[src/rtl/ttl_74169a.sv]
// ttl_74169a: synchronous up/down binary counter with parallel load and
// active-low ripple-carry/borrow output for cascading.
// Optional feature macro: TTL_PROP_DELAY_EN adds DELAY_RISE/DELAY_FALL
// transport delays on Q and RCO_bar (simulation only); otherwise outputs
// are zero-delay and the delay parameters have no effect.
module ttl_74169a #(
  parameter int WIDTH      = 4,
  parameter int DELAY_RISE = 0,
  parameter int DELAY_FALL = 0
) (
  input  logic             Clk,
  input  logic             Clear_bar,
  input  logic             Load_bar,
  input  logic             ENP_bar,
  input  logic             ENT_bar,
  input  logic             U_D,
  input  logic [WIDTH-1:0] D,
  output logic             RCO_bar,
  output logic [WIDTH-1:0] Q
);

  logic [WIDTH-1:0] r_q;
  logic [WIDTH-1:0] w_q_next;
  logic             w_terminal;
  logic             w_rco_bar;

  // Next counter value: load wins, then count when both enables are low.
  always_comb begin
    w_q_next = r_q;
    if (!Load_bar) begin
      w_q_next = D;
    end else if (!ENP_bar && !ENT_bar) begin
      if (U_D) begin
        w_q_next = r_q + {{(WIDTH-1){1'b0}}, 1'b1};
      end else begin
        w_q_next = r_q - {{(WIDTH-1){1'b0}}, 1'b1};
      end
    end
  end

  // Counter register; Clear_bar forces zero without waiting for Clk.
  always_ff @(posedge Clk or negedge Clear_bar) begin
    if (!Clear_bar) begin
      r_q <= '0;
    end else begin
      r_q <= w_q_next;
    end
  end

  // Terminal count depends on direction, so U_D changes ripple straight through.
  always_comb begin
    w_terminal = U_D ? (&r_q) : ~(|r_q);
    w_rco_bar  = ~(~ENT_bar & w_terminal);
  end

`ifdef TTL_PROP_DELAY_EN
  // Per-bit transport delay, rise/fall chosen by the new bit value.
  for (genvar i = 0; i < WIDTH; i++) begin : g_q_dly
    always @(r_q[i]) begin
      Q[i] <= #(r_q[i] ? DELAY_RISE : DELAY_FALL) r_q[i];
    end
  end

  // Transport delay on the carry output.
  always @(w_rco_bar) begin
    RCO_bar <= #(w_rco_bar ? DELAY_RISE : DELAY_FALL) w_rco_bar;
  end
`else
  logic w_unused_delays;
  assign w_unused_delays = (DELAY_RISE != DELAY_FALL);
  assign Q       = r_q;
  assign RCO_bar = w_rco_bar;
`endif

endmodule

[config.mk]
export PLATFORM = sky130hd
export DESIGN_NAME = ttl_74169a
export DESIGN_NICKNAME = d
export VERILOG_FILES = /design/src/rtl/ttl_74169a.sv
export SDC_FILE = /design/constraint.sdc
export NUM_CORES = 1
export LEC_CHECK = 0
export BUFFER_PORTS_ARGS = -buffer_cell sky130_fd_sc_hd__buf_2
export CAP_MARGIN = 10
export CORE_AREA = 2 2 39 41
export CTS_CLUSTER_SIZE = 24
export DETAILED_ROUTE_END_ITERATION = 12
export DIE_AREA = 0 0 41 43
export PLACE_DENSITY = 0.48
export SLEW_MARGIN = 40
export SYNTH_ARGS = -nofsm -noshare
export SYNTH_HDL_FRONTEND = slang
export SYNTH_SLANG_ARGS = --single-unit
[constraint.sdc]
create_clock -name Clk -period 1.6 [get_ports Clk]
set_clock_uncertainty 0.1 [all_clocks]
set_input_delay 0.24 -clock Clk [delete_from_list [all_inputs] [get_ports Clk]]
set_output_delay 0.24 -clock Clk [all_outputs]
set_load 0.005 [all_outputs]
### Word level (Yosys, flattened, before mapping)

Cells that the tools add are included.

| word-level totals | value |
|---|---|
| register bits | 4 |
| latch bits | 0 |
| RAM bits | 0 |
| ROM bits | 0 |
| input port bits | 10 |
| output and inout port bits | 5 |
| logic and storage cells | 17 |
| memories kept | 0 |

| cells by class | value |
|---|---|
| $add $sub $neg | 2 |
| multipliers | 0 |
| div/mod/pow operators | 0 |
| magnitude comparators | 0 |
| eq/ne operators | 1 |
| shift operators | 0 |
| multiplexer cells | 4 |
| bitwise logic cells | 4 |
| reduce and logical (&&, ||, !) cells | 5 |

Operators by type and width:

| cell | number |
|---|---|
| 4-bit two-way mux | 3 |
| 4-bit by 1-bit adder with 4-bit output, second input constant | 1 |
| 4-bit AND reduction | 1 |
| 4-bit OR reduction | 1 |
| 4-bit by 1-bit subtractor with 4-bit output, second input constant | 1 |
| 1-bit NOT | 3 |
| 1-bit logical NOT | 2 |
| 2-bit by 1-bit inequality test with 1-bit output, second input constant | 1 |
| 1-bit bitwise AND | 1 |
| 1-bit logical AND | 1 |
| 1-bit two-way mux | 1 |

### Longest topological paths before layout

| depth | value |
|---|---|
| depth in word-level cells | 5 |
| mapped depth | 6 |
| depth with buffers taken out | 6 |

### Worst setup path after synthesis

Ideal clock, no wire load.

| timing path | value |
|---|---|
| path type | flip-flop to flip-flop |
| from | register r_q[0], in the netlist Q[0] |
| to | register r_q[2], in the netlist Q[2] |
| setup time | 0.136 ns |
| data arrival time | 1.235 ns |
| data required time | 1.364 ns |
| setup slack | 0.129 ns |
| cell stages (with the launch flop) | 6 |
| path buffers | 0 |
| period minus slack after synthesis | 1.471 ns |
| cells stage by stage | dfrtp_1 > fa_1 > xnor2_1 > nand2_1 > o211ai_1 > o21ai_0 |

| on the way | value |
|---|---|
| longest elaborated chain between the ends | 4 |
| elaborated cells on any way between the ends | 5 |
| those cells by class | add/sub (2); mux (3) |

Ends and longest elaborated chain:

| what | RTL line | text |
|---|---|---|
| start, declared | 22 | `logic [WIDTH-1:0] r_q;` |
| start signal, assigned | 46 | `r_q <= w_q_next;` |
| 4-bit by 1-bit subtractor with 4-bit output or 4-bit by 1-bit adder with 4-bit output (tied branches) | 36, 34 |  |
| 4-bit two-way mux (*) | 33 | `if (U_D) begin` |
| 4-bit two-way mux (*) | 32 | `end else if (!ENP_bar && !ENT_bar) begin` |
| 4-bit two-way mux (*) | 30 | `if (!Load_bar) begin` |

Every way passes the cells marked *; elsewhere a longest branch is shown, timed or not. The select of a mux whose other input is x is not followed.
A chain may end at the register's enable or synchronous reset.

### Worst setup path after layout

| timing path | value |
|---|---|
| from | register r_q[1], in the netlist Q[1] |
| to | output port RCO_bar |

| on the way | value |
|---|---|
| longest elaborated chain between the ends | 5 |
| elaborated cells on any way between the ends | 6 |
| those cells by class | mux (1); bitwise (3); reduce/logical (2) |

Ends and longest elaborated chain:

| what | RTL line | text |
|---|---|---|
| 4-bit OR reduction | 52 | `w_terminal = U_D ? (&r_q) : ~(\|r_q);` |
| 1-bit NOT | 52 |  |
| 1-bit two-way mux (*) | 52 |  |
| 1-bit bitwise AND (*) | 53 | `w_rco_bar = ~(~ENT_bar & w_terminal);` |
| 1-bit NOT (*) | 53 |  |
| end, declared | 18 | `output logic RCO_bar,` |

Every way passes the cells marked *; elsewhere a longest branch is shown, timed or not.

==> impl_metrics.json <==
{
  "synth_top_family_by_area": "simple AND/OR/NAND/NOR gates",
  "n_fill_cell": 158,
  "p_leak_nw": 0.2621,
  "drt-initial-drc-count": 0,
  "grt_first_pass_wirelength_um": 1373,
  "synth_compound_area_share_pct": 16.17,
  "synthFlopType": "dfrtp_1",
  "critPathMaxStageDelay_ns": 0.49,
  "dp_hpwl_um": 667.7,
  "status": "finished with violations",
  "viasPerCell": 4.704,
  "synth-seq-area-share_pct": 30.08,
  "synth_seq_cells": 4,
  "fin_crit_ns": 1.755,
  "rows": 14,
  "cp-start-kind": "flop",
  "rsz0062_at_grt": "true",
  "slew_headroom_pct": 81.43,
  "track_usage_pct": 11.71,
  "tritoncts": "built",
  "finalSetupTns_ns": -0.1766,
  "top_layer": "met4",
  "root_buffer": "clkbuf_4",
  "max_freq_mhz": 569.9,
  "hold_viol_final": 0,
  "drv_cap": 0,
  "critPathArrivalTime_ns": 1.41,
  "setup.worst_path.end_class": "output pin",
  "die_w_um": 41,
  "yosys.area_share.simple_pct": 27.44,
  "violations": "negative setup slack",
  "slew_viol_final": 0,
  "m1WireLength_um": 359,
  "routed_wl_um": 850,
  "vias": 381,
  "p_per_area_nw_per_um2": 805.3,
  "cts_made_buffers": 3,
  "vdd_ir_drop_max_v": 0.0003365,
  "die_h_um": 43,
  "required_ns": 1.26,
  "clkLatencyLatePin_ns": 0.23,
  "synth_area_leaders": "dfrtp_1 30%, ha_1 7.5%, a21oi_1 6.0%",
  "synth_async_sr_flop_share_pct": 100.0,
  "synth_cells": 39,
  "area_growth_pct": 62.41,
  "yosys_warnings": 0,
  "p_total_mw": 0.4353,
  "first_global_vias": 343,
  "dieArea_sq_um": 1763,
  "clockBufferDepth": 2,
  "cp_max_fo": 3,
  "timing.final.ws_setup_ns": -0.1547,
  "ff_latch_area_sq_um": 100.1,
  "synth_top_area_share_pct": 30.08,
  "finalCritPeriodShare_pct": 109.7,
  "met3WireLength_um": 54,
  "synth_xor_area_share_pct": 5.263,
  "initial_utilization_pct": 24.05,
  "gp_congestion": 0.6368,
  "synthAdderAreaFrac_pct": 13.53,
  "cts.sinks": 4,
  "whs_ns": 0.1327,
  "slowest_stage": "or4_1",
  "num-nets-final": 80,
  "pin_count": 15,
  "placed_area_sq_um": 456.7,
  "wl_per_cell_um": 10.49,
  "core_area_sq_um": 1384,
  "synthMuxAreaShare_pct": 3.008,
  "setup_viol": 2,
  "avgSynthCellArea_sq_um": 8.534,
  "synth.top_cells.by_count": "4 x a21oi_1, 4 x dfrtp_1, 4 x nand3_1",
  "drcViolationCount": 0,
  "multi_input_area_sq_um": 231.5,
  "synth_edf_count": 0,
  "top_register": "Q",
  "hp-class": "in -> reg",
  "drtPass1Iterations": 1,
  "yosys.area.top_type": "dfrtp_1",
  "crit_chain": "or4_1 > o21ai_2 > nand2b_1 > buf_2",
  "largestRegisters": "Q x4",
  "syn_area_sq_um": 332.8,
  "synth_nets": 52,
  "n_antenna_cell": 0,
  "largest_register_ffs": 4,
  "worstMarginPinSlew_ns": 0.2747,
  "postRouteAntennaNets": 0,
  "antenna_found_initial": 0,
  "dr_wl_met2_um": 429,
  "critPathKind": "reg -> out",
  "post-route-util_pct": 39.06,
  "clk_pin_slew_worst_paths_ns": 0.04,
  "synthDistinctLibCells": 21,
  "portBuffers": 14,
  "grt_max_degree": 12,
  "final_area_sq_um": 540.5,
  "drive_above_1_share_pct": 49.23,
  "grt-ovfl-total": 0,
  "cts_max_level": 1
}
## report_power, final
group / total (mW) / switching, mW / internal (mW)
Sequential: 0.124 / 0.00857 / 0.116
Clock: 0.121 / 0.0374 / 0.0836
Combinational: 0.190 / 0.0842 / 0.106
Total: 0.435 / 0.130 / 0.305
## metal layers
layer / global-route usage [%] / up-vias
met2: 17.81 / 8
met1: 14.38 / 178
met5: 0 / -
met3: 1.571 / 2
met4: 8.000 / 0
li1: - / 193
## worst max-delay path: cells and delay by family, from the launching register on
| family | cells | cell delay, ns |
|---|---|---|
| simple gates | 2 | 0.55 |
| compound gates | 1 | 0.13 |
| buf+inv | 1 | 0.12 |
| flops | 1 | 0.39 |
## metrics by stage
| step | instances | worst slack (ns) |
|---|---|---|
| after floorplan | 39 | 0.1289 |
| final | 81 | -0.1547 |
| after detailed placement | 73 | 0.01932 |
| after global placement | 73 | 0.04485 |
| after global routing | 81 | -0.2059 |
| after CTS | 80 | -0.1570 |
## final timing paths
kind / cells past startpoint / to / start / slack [ns]
setup / recovery: 4 / RCO_bar / Q[1]$_DFFE_PN0P_ / -0.15
hold / removal: 3 / Q[2]$_DFFE_PN0P_ / D[2] / 0.13
setup reg to reg: 7 / Q[2]$_DFFE_PN0P_ / Q[1]$_DFFE_PN0P_ / -0.02
hold reg to reg: 2 / Q[1]$_DFFE_PN0P_ / Q[1]$_DFFE_PN0P_ / 0.52
max in group asynchronous: 2 / Q[2]$_DFFE_PN0P_ / Clear_bar / 1.04
min in group asynchronous: 2 / Q[3]$_DFFE_PN0P_ / Clear_bar / 0.24
## cell type report
cell class                      count  share of cell area (%)
Inverter                            3                   2.083
Multi-Input combinational cell     31                   42.82
Sequential cell                     4                   18.52
Timing Repair Buffer               24                   28.70
Tap cell                           16                   3.704
Clock buffer                        3                   4.167
## logic make-up (layout without fill, tap and decap cells)
| family | count (synthesis) | count (layout) |
|---|---|---|
| XOR/XNOR | 2 | 2 |
| AO/OA/AOI/OAI | 9 | 9 |
| buffers and inverters | 4 | 30 |
| multiplexers | 1 | 1 |
| adder cells (fa/ha/maj) | 3 | 3 |
| flip-flops | 4 | 4 |
| AND/OR/NAND/NOR | 16 | 16 |
## layout by cell type, fill, tap and decap left out, drive strengths merged
| cell type | count |
|---|---|
| nand2 | 2 |
| a21oi | 4 |
| and3 | 2 |
| clkbuf | 3 |
| nand4b | 1 |
| o211ai | 2 |
| buf | 23 |
| nor2 | 4 |
| dfrtp | 4 |
| nor4b | 1 |
| xnor2 | 2 |
| nand2b | 1 |
| o21ai | 2 |
| dlygate4sd3 | 1 |
| inv | 3 |
| fa | 1 |
| or4 | 1 |
| nand3 | 4 |
| mux2i | 1 |
| a22o | 1 |
| ha | 2 |
## repair_timing
item,in CTS,in global routing
resized for setup,0,6
pin swaps,0,4
setup buffers,3,1
endpoints found under the hold margin,4,0
gates cloned,0,0
hold buffers,1,0
endpoints found under the setup margin,1,3
Power figures use the tool's default switching activity.
